==> src/rtl/serial_adder_ctrl.sv <==
// Bit-serial WIDTH-bit adder sequencer around an external combinational 1-bit full adder; optional ovf via SERIAL_ADD_OVF_EN.
// Latency: start accepted at E0, result and done appear after E(WIDTH); one operation per WIDTH+2 cycles.
// Backpressure: none; start is only sampled in IDLE, requests in SHIFT/DONE are dropped, not queued.
module serial_adder_ctrl #(
    parameter int WIDTH = 8
) (
    input  logic             clk,
    input  logic             rst,
    input  logic             start,
    input  logic [WIDTH-1:0] a,
    input  logic [WIDTH-1:0] b,
    input  logic             cin_init,
    output logic             busy,
    output logic             done,
    output logic [WIDTH-1:0] sum,
    output logic             cout,
    output logic             add_x,
    output logic             add_y,
    output logic             add_cin,
    input  logic             add_z,
    input  logic             add_cout
`ifdef SERIAL_ADD_OVF_EN
    ,
    output logic             ovf
`endif
);

    localparam int CW = (WIDTH > 1) ? $clog2(WIDTH) : 1;
    localparam logic [CW-1:0] LAST = CW'(WIDTH - 1);

    typedef enum logic [1:0] {
        IDLE  = 2'd0,
        SHIFT = 2'd1,
        DONE  = 2'd2
    } state_t;

    state_t           state;
    state_t           state_nxt;
    logic [WIDTH-1:0] opa;
    logic [WIDTH-1:0] opb;
    logic             carry;
    logic [WIDTH-1:0] acc;
    logic [CW-1:0]    cnt;
    logic             last_bit;

    assign last_bit = (state == SHIFT) && (cnt == LAST);

    always_ff @(posedge clk) begin
        if (rst) state <= IDLE;
        else     state <= state_nxt;
    end

    always_comb begin
        state_nxt = state;
        case (state)
            IDLE:    if (start) state_nxt = SHIFT;
            SHIFT:   if (cnt == LAST) state_nxt = DONE;
            DONE:    state_nxt = IDLE;
            default: state_nxt = IDLE;
        endcase
    end

    always_comb begin
        busy    = (state != IDLE);
        done    = (state == DONE);
        add_x   = 1'b0;
        add_y   = 1'b0;
        add_cin = 1'b0;
        if (state == SHIFT) begin
            add_x   = opa[0];
            add_y   = opb[0];
            add_cin = carry;
        end
    end

    // Datapath: operand shifters, running carry, sum accumulator and held result.
    always_ff @(posedge clk) begin
        if (rst) begin
            opa   <= '0;
            opb   <= '0;
            carry <= 1'b0;
            acc   <= '0;
            cnt   <= '0;
            sum   <= '0;
            cout  <= 1'b0;
`ifdef SERIAL_ADD_OVF_EN
            ovf   <= 1'b0;
`endif
        end else if (state == IDLE) begin
            if (start) begin
                opa   <= a;
                opb   <= b;
                carry <= cin_init;
                acc   <= '0;
                cnt   <= '0;
            end
        end else if (state == SHIFT) begin
            acc   <= {add_z, acc[WIDTH-1:1]};
            carry <= add_cout;
            opa   <= {1'b0, opa[WIDTH-1:1]};
            opb   <= {1'b0, opb[WIDTH-1:1]};
            cnt   <= cnt + 1'b1;
            if (last_bit) begin
                sum  <= {add_z, acc[WIDTH-1:1]};
                cout <= add_cout;
`ifdef SERIAL_ADD_OVF_EN
                // carry still holds the carry into the MSB at this edge
                ovf  <= carry ^ add_cout;
`endif
            end
        end
    end

endmodule
==> config.mk <==
export PLATFORM = sky130hd
export DESIGN_NAME = serial_adder_ctrl
export DESIGN_NICKNAME = d
export VERILOG_FILES = /design/src/rtl/serial_adder_ctrl.sv
export SDC_FILE = /design/constraint.sdc
export NUM_CORES = 1
export LEC_CHECK = 0
export BUFFER_PORTS_ARGS = -buffer_cell sky130_fd_sc_hd__buf_4
export CAP_MARGIN = 20
export CELL_PAD_IN_SITES_DETAIL_PLACEMENT = 1
export CELL_PAD_IN_SITES_GLOBAL_PLACEMENT = 1
export CORE_MARGIN = 8
export CORE_UTILIZATION = 45
export CTS_BUF_LIST = sky130_fd_sc_hd__clkbuf_8
export DETAILED_ROUTE_END_ITERATION = 7
export HOLD_SLACK_MARGIN = 0.12
export PLACE_DENSITY_LB_ADDON = 0.1
export SLEW_MARGIN = 20
export SYNTH_ARGS = -nofsm -noshare
export SYNTH_HDL_FRONTEND = slang
export SYNTH_SLANG_ARGS = --single-unit
export TNS_END_PERCENT = 100
==> constraint.sdc <==
create_clock -name clk -period 2.53 [get_ports clk]
set_input_delay 0.3795 -clock clk [delete_from_list [all_inputs] [get_ports clk]]
set_output_delay 0.3795 -clock clk [all_outputs]
set_load 0.03 [all_outputs]
======== Word-level counts from Yosys, hierarchy flattened ========
Cells that the tools add are included.
storage, ports and cells
  register bits ........................... 39
  word-level logic and storage cells ...... 43
  output and inout port bits .............. 14
  input port bits ......................... 22
cells by class
  equal/unequal tests ..................... 5
  reduce and logical (&&, ||, !) cells .... 7
  add/subtract/negate cells ............... 1
  multiplexer cells ....................... 21
  bitwise operators ....................... 1
operator list
  kind                                                                     count
  8-bit 2-to-1 mux                                                         9
  3-bit 2-to-1 mux                                                         3
  1-bit 2-to-1 mux                                                         6
  2-bit 2-to-1 mux                                                         2
  2-bit one-hot mux with 2 select lines                                    1
  2-bit AND reduction                                                      2
  2-bit nonzero test                                                       2
  3-bit by 1-bit adder with 3-bit output, second input constant            1
  3-bit == test, second input constant                                     1
  3-bit AND reduction                                                      1
  2-bit by 1-bit == test with 1-bit output, second input constant          1
  2-bit == test, second input constant                                     1
  2-bit logical NOT                                                        1
  2-bit by 1-bit inequality test with 1-bit output, second input constant  1
  2-bit inequality test, second input constant                             1
  1-bit logical AND                                                        1
  1-bit NOT                                                                1

======== Longest topological paths before layout ========
  depth after elaboration ................. 3
  mapped depth ............................ 6
  mapped depth without buffers ............ 5

======== Worst setup path after synthesis ========
No wires, ideal clock.
  kind .................................... register -> output
  start ................................... register state[0]
  end ..................................... output port add_cin
  path slack .............................. 1057 ps
  arrival time ............................ 1093 ps
  buffers on the path ..................... 2
  required time ........................... 2151 ps
  cell stages (with the launch flop) ...... 5
  path through ............................ dfxtp_1 buf_2 nor2b_2 buf_2 and2_1
on the way
  cells in the longest elaborated chain, start to end .. 2
RTL lines
  element                                   RTL line  source
  start: declaration                        37        state_t state;
  start signal: assignment                  50        else state <= state_nxt;
  2-bit by 1-bit == test with 1-bit output  69        if (state == SHIFT) begin
  1-bit 2-to-1 mux                          69
  end: declaration                          19        output logic add_cin,
No other way between the ends.

======== Worst setup path after layout ========
  start ................................... register state[1]
  end ..................................... output port add_x
on the way
  cells in the longest elaborated chain, start to end .. 2
RTL lines
  element                                   RTL line  source
  2-bit by 1-bit == test with 1-bit output  69
  1-bit 2-to-1 mux                          69
  end: declaration                          17        output logic add_x,
No other way between the ends.

==> impl_metrics.csv <==
group,metric,value,unit
detailed_routing,vias,1270,
power,cellPowerDensity,612.5,mW/mm^2
logic_synthesis,synth_xor_area_share,0,%
logic_synthesis,synth_area_leaders,"dfxtp_1 (48%), mux2i_1 (10%), a211oi_2 (8.6%), nor2_1 (6.6%), a22oi_1 (5.2%)",
worst_setup_path,crit_path_start_kind,"flop",
floorplanning,core.rowCount,21,
logic_synthesis,synthAdderAreaFrac,1.571,%
timing,finalSetupTns,0,ns
timing,post-route-period-util,74.80,%
logic_synthesis,seq_area_frac_synth,47.76,%
power,p_leak,0.7893,nW
global_routing,grt_pass1_wl,6.258,mm
hold_path,hold_path_class,"in -> reg",
power,combPwrFrac,12.7,%
worst_setup_path,end_kind,"output pin",
cells_and_area,fillers,409,
placement,placed_cells,233,
logic_synthesis,synthArstFlopShare,0,%
detailed_routing,vias_per_cell,5.292,
clock_tree,post_cts_resized,0,
detailed_routing,routedWlPerCell,15.60,um
timing,fin_crit,1.892,ns
detailed_routing,drcViolationCount,0,
cells_and_area,num_antenna_cells,0,
logic_synthesis,synth_edf_count,0,
timing,max_slew.worst_pin.slew,0.8660,ns
global_routing,antenna_found_initial,0,
logic_synthesis,ys_types,25,
timing,fin_worst_skew,0.005156,ns
floorplanning,initial_utilization,47.36,%
worst_setup_path,reg2reg_depth,4,
power,irDropWorstVdd,0.3973,mV
placement,dpl-instance-area,0.001849,mm^2
worst_setup_path,cp.required,2.15,ns
detailed_routing,drtPass1Iterations,4,
worst_setup_path,r2r_start,"state[0]$_SDFFE_PP0P_",
timing,fmax,528.4,MHz
logic_synthesis,netlist_area,0.001593,mm^2
power,p_clk_share,33.1,%
floorplanning,pin_count,36,
clock_tree,cts_hold_buf,0,
detailed_routing,antenna_left,0,
global_routing,grt-ovfl-total,0,
logic_synthesis,synth_top_area_share,47.76,%
clock_tree,cts_htree_levels,2,
logic_synthesis,synth_top_family_by_area,"compound AO/OA/AOI/OAI gates",
detailed_routing,wirelength,3.744,mm
worst_setup_path,cp-startpoint,"state[1]$_SDFFE_PP0P_",
cells_and_area,stdcell_count,240,
global_routing,grt_max_degree,39,
cells_and_area,layout.nets,218,
cells_and_area,syn_to_final_growth,21.05,%
logic_synthesis,ys_ff_latch,38,
logic_synthesis,yosysTopAreaCell,"dfxtp_1",
clock_tree,cts_made_buffers,5,
worst_setup_path,rr_endpoint,"acc[2]$_SDFFE_PP0P_",
logic_synthesis,syn-num-nets,188,
floorplanning,die_height,75.50,um
timing,hold_violations,0,
worst_setup_path,path_class,"reg -> out",
power,swShare,25.57,%
clock_tree,clock-sinks,38,
hold_path,whs_path_depth,3,
clock_tree,worstSkewPairLatency,0.29,ns
floorplanning,dieArea,0.005700,mm^2
power,internal_power,0.0008790,W
clock_tree,clockRootBuffer,"clkbuf_8",
logic_synthesis,ys.flop_type,"dfxtp_1",
logic_synthesis,yosys_warnings,0,
timing,holdWs,0.3281,ns
job,maxCapViolCount,0,
clock_tree,cts.clk_slew.worst_paths,0.07,ns
placement,gp_congestion,0.7307,
clock_tree,cts_setup_buffers,0,
logic_synthesis,syn-instance-count,164,
logic_synthesis,yosysMostFrequentCell,"dfxtp_1",
logic_synthesis,synth_compound_area_share,20.50,%
timing,max-slew-margin-rel,42.15,%
worst_setup_path,regToRegSetupSlack,0.83,ns
hold_path,holdPathEnd,"opa[7]$_SDFFE_PP0P_",
power,p_sw,0.0003019,W
power,power_frac_seq,54.2,%
placement,dp_hpwl,2.645,mm
logic_synthesis,yosys.area_share.simple,15.40,%
clock_tree,cts_max_path_buffers,2,
global_routing,grt_usage,14.70,%
hold_path,hp-start,"a[7]",
timing,rsz0062_at_grt,"false",
status,status,"finished, final reports clean",
placement,port_buffers,35,
worst_setup_path,cp.arrival,1.51,ns
cells_and_area,drive_above_1_share,29.90,%
cells_and_area,finish.instance_area,0.001928,mm^2
global_routing,grt_pass1_vias,1331,
worst_setup_path,crit_fanout,13,
detailed_routing,drt_iter0_drc,72,
cells_and_area,fin_util,57.33,%
logic_synthesis,synth_mux_area_share,10.05,%
logic_synthesis,synth_area_per_cell,9.712,um^2
timing,drv_slew,0,
timing,setup_viol,0,
logic_synthesis,ys_top_cells_by_count,"dfxtp_1 (38), nor2_1 (28), nand2_1 (18), mux2i_1 (16)",
floorplanning,die_x,75.50,um
clock_tree,cts_tree,"done",
floorplanning,coreArea,0.003363,mm^2
## through the flow
stage / power, W / setup WS [ns]
6_report: 0.001181 / 0.6375
5_1_grt: 0.001244 / 0.5192
4_1_cts: 0.001193 / 0.6279
3_5_place_dp: 0.0008059 / 0.8663
3_3_place_gp: 0.0007963 / 0.9810
2_1_floorplan: 0.0007596 / 1.057
## worst max-delay path: stages, from the launching register on
cell and delay, ns:
dfxtp_1 0.39, nor2b_2 0.48, and2_1 0.20, buf_4 0.16
## layout by cell type, fill, tap and decap left out, drive strengths merged
cell,instances
a21oi,9
inv,1
nand2,18
nor3b,1
buf,36
ha,2
nor2,28
nor2b,2
a211oi,16
clkbuf,5
mux2i,16
dfxtp,38
or2,1
a22oi,11
clkinv,2
and2,3
and3b,1
nor3,1
nand3b,1
o21bai,1
o21ba,1
## registers in the layout, indices dropped and copies added (netlist names)
| name | cells |
|---|---|
| opa | 8 |
| opb | 8 |
| sum | 8 |
| acc | 7 |
| cnt | 3 |
| state | 2 |
| carry | 1 |
| cout | 1 |
## power groups by stage
stage | Clock [W] | Combinational [W] | Sequential [W]
after floorplan | 0 | 0.000111 | 0.000649
after global placement | 0 | 0.000145 | 0.000652
after detailed placement | 0 | 0.000152 | 0.000654
after CTS | 0.000400 | 0.000153 | 0.000640
after global routing | 0.000435 | 0.000165 | 0.000643
final | 0.000391 | 0.000150 | 0.000640
## worst max path at each step
stage / endpoint / slack, ns / depth (start not counted)
after global placement: opa[7]$_SDFFE_PP0P_ / 0.98 / 4
after global routing: add_cin / 0.52 / 3
after floorplan: add_cin / 1.06 / 4
final: add_x / 0.64 / 3
after CTS: add_y / 0.63 / 3
after detailed placement: acc[4]$_SDFFE_PP0P_ / 0.87 / 4
## layer usage
layer | up-vias | track usage [%] | wire [um]
met5 | - | 0 | 0
met4 | 0 | 4.478 | 41
met3 | 5 | 6.053 | 240
met2 | 26 | 24.54 | 1829
met1 | 609 | 16.71 | 1633
li1 | 630 | - | -
## layout make-up
cell class / count / area [um^2] / share of cell area (%)
inverter: 1 / 3.754 / 0.1947
clock buffer: 5 / 68.82 / 3.569
sequential: 38 / 760.7 / 39.45
clock inverter: 2 / 10.01 / 0.5191
tap: 46 / 57.56 / 2.985
multi-input combinational: 112 / 757.0 / 39.26
timing repair buffer: 36 / 270.3 / 14.02
## cells by family after synthesis
| kind of cell | count (synthesis) |
|---|---|
| compound gates | 38 |
| fa+ha+maj | 2 |
| buf+inv | 14 |
| flops | 38 |
| mux | 16 |
| simple gates | 56 |
(Power assumes the default switching activity.)
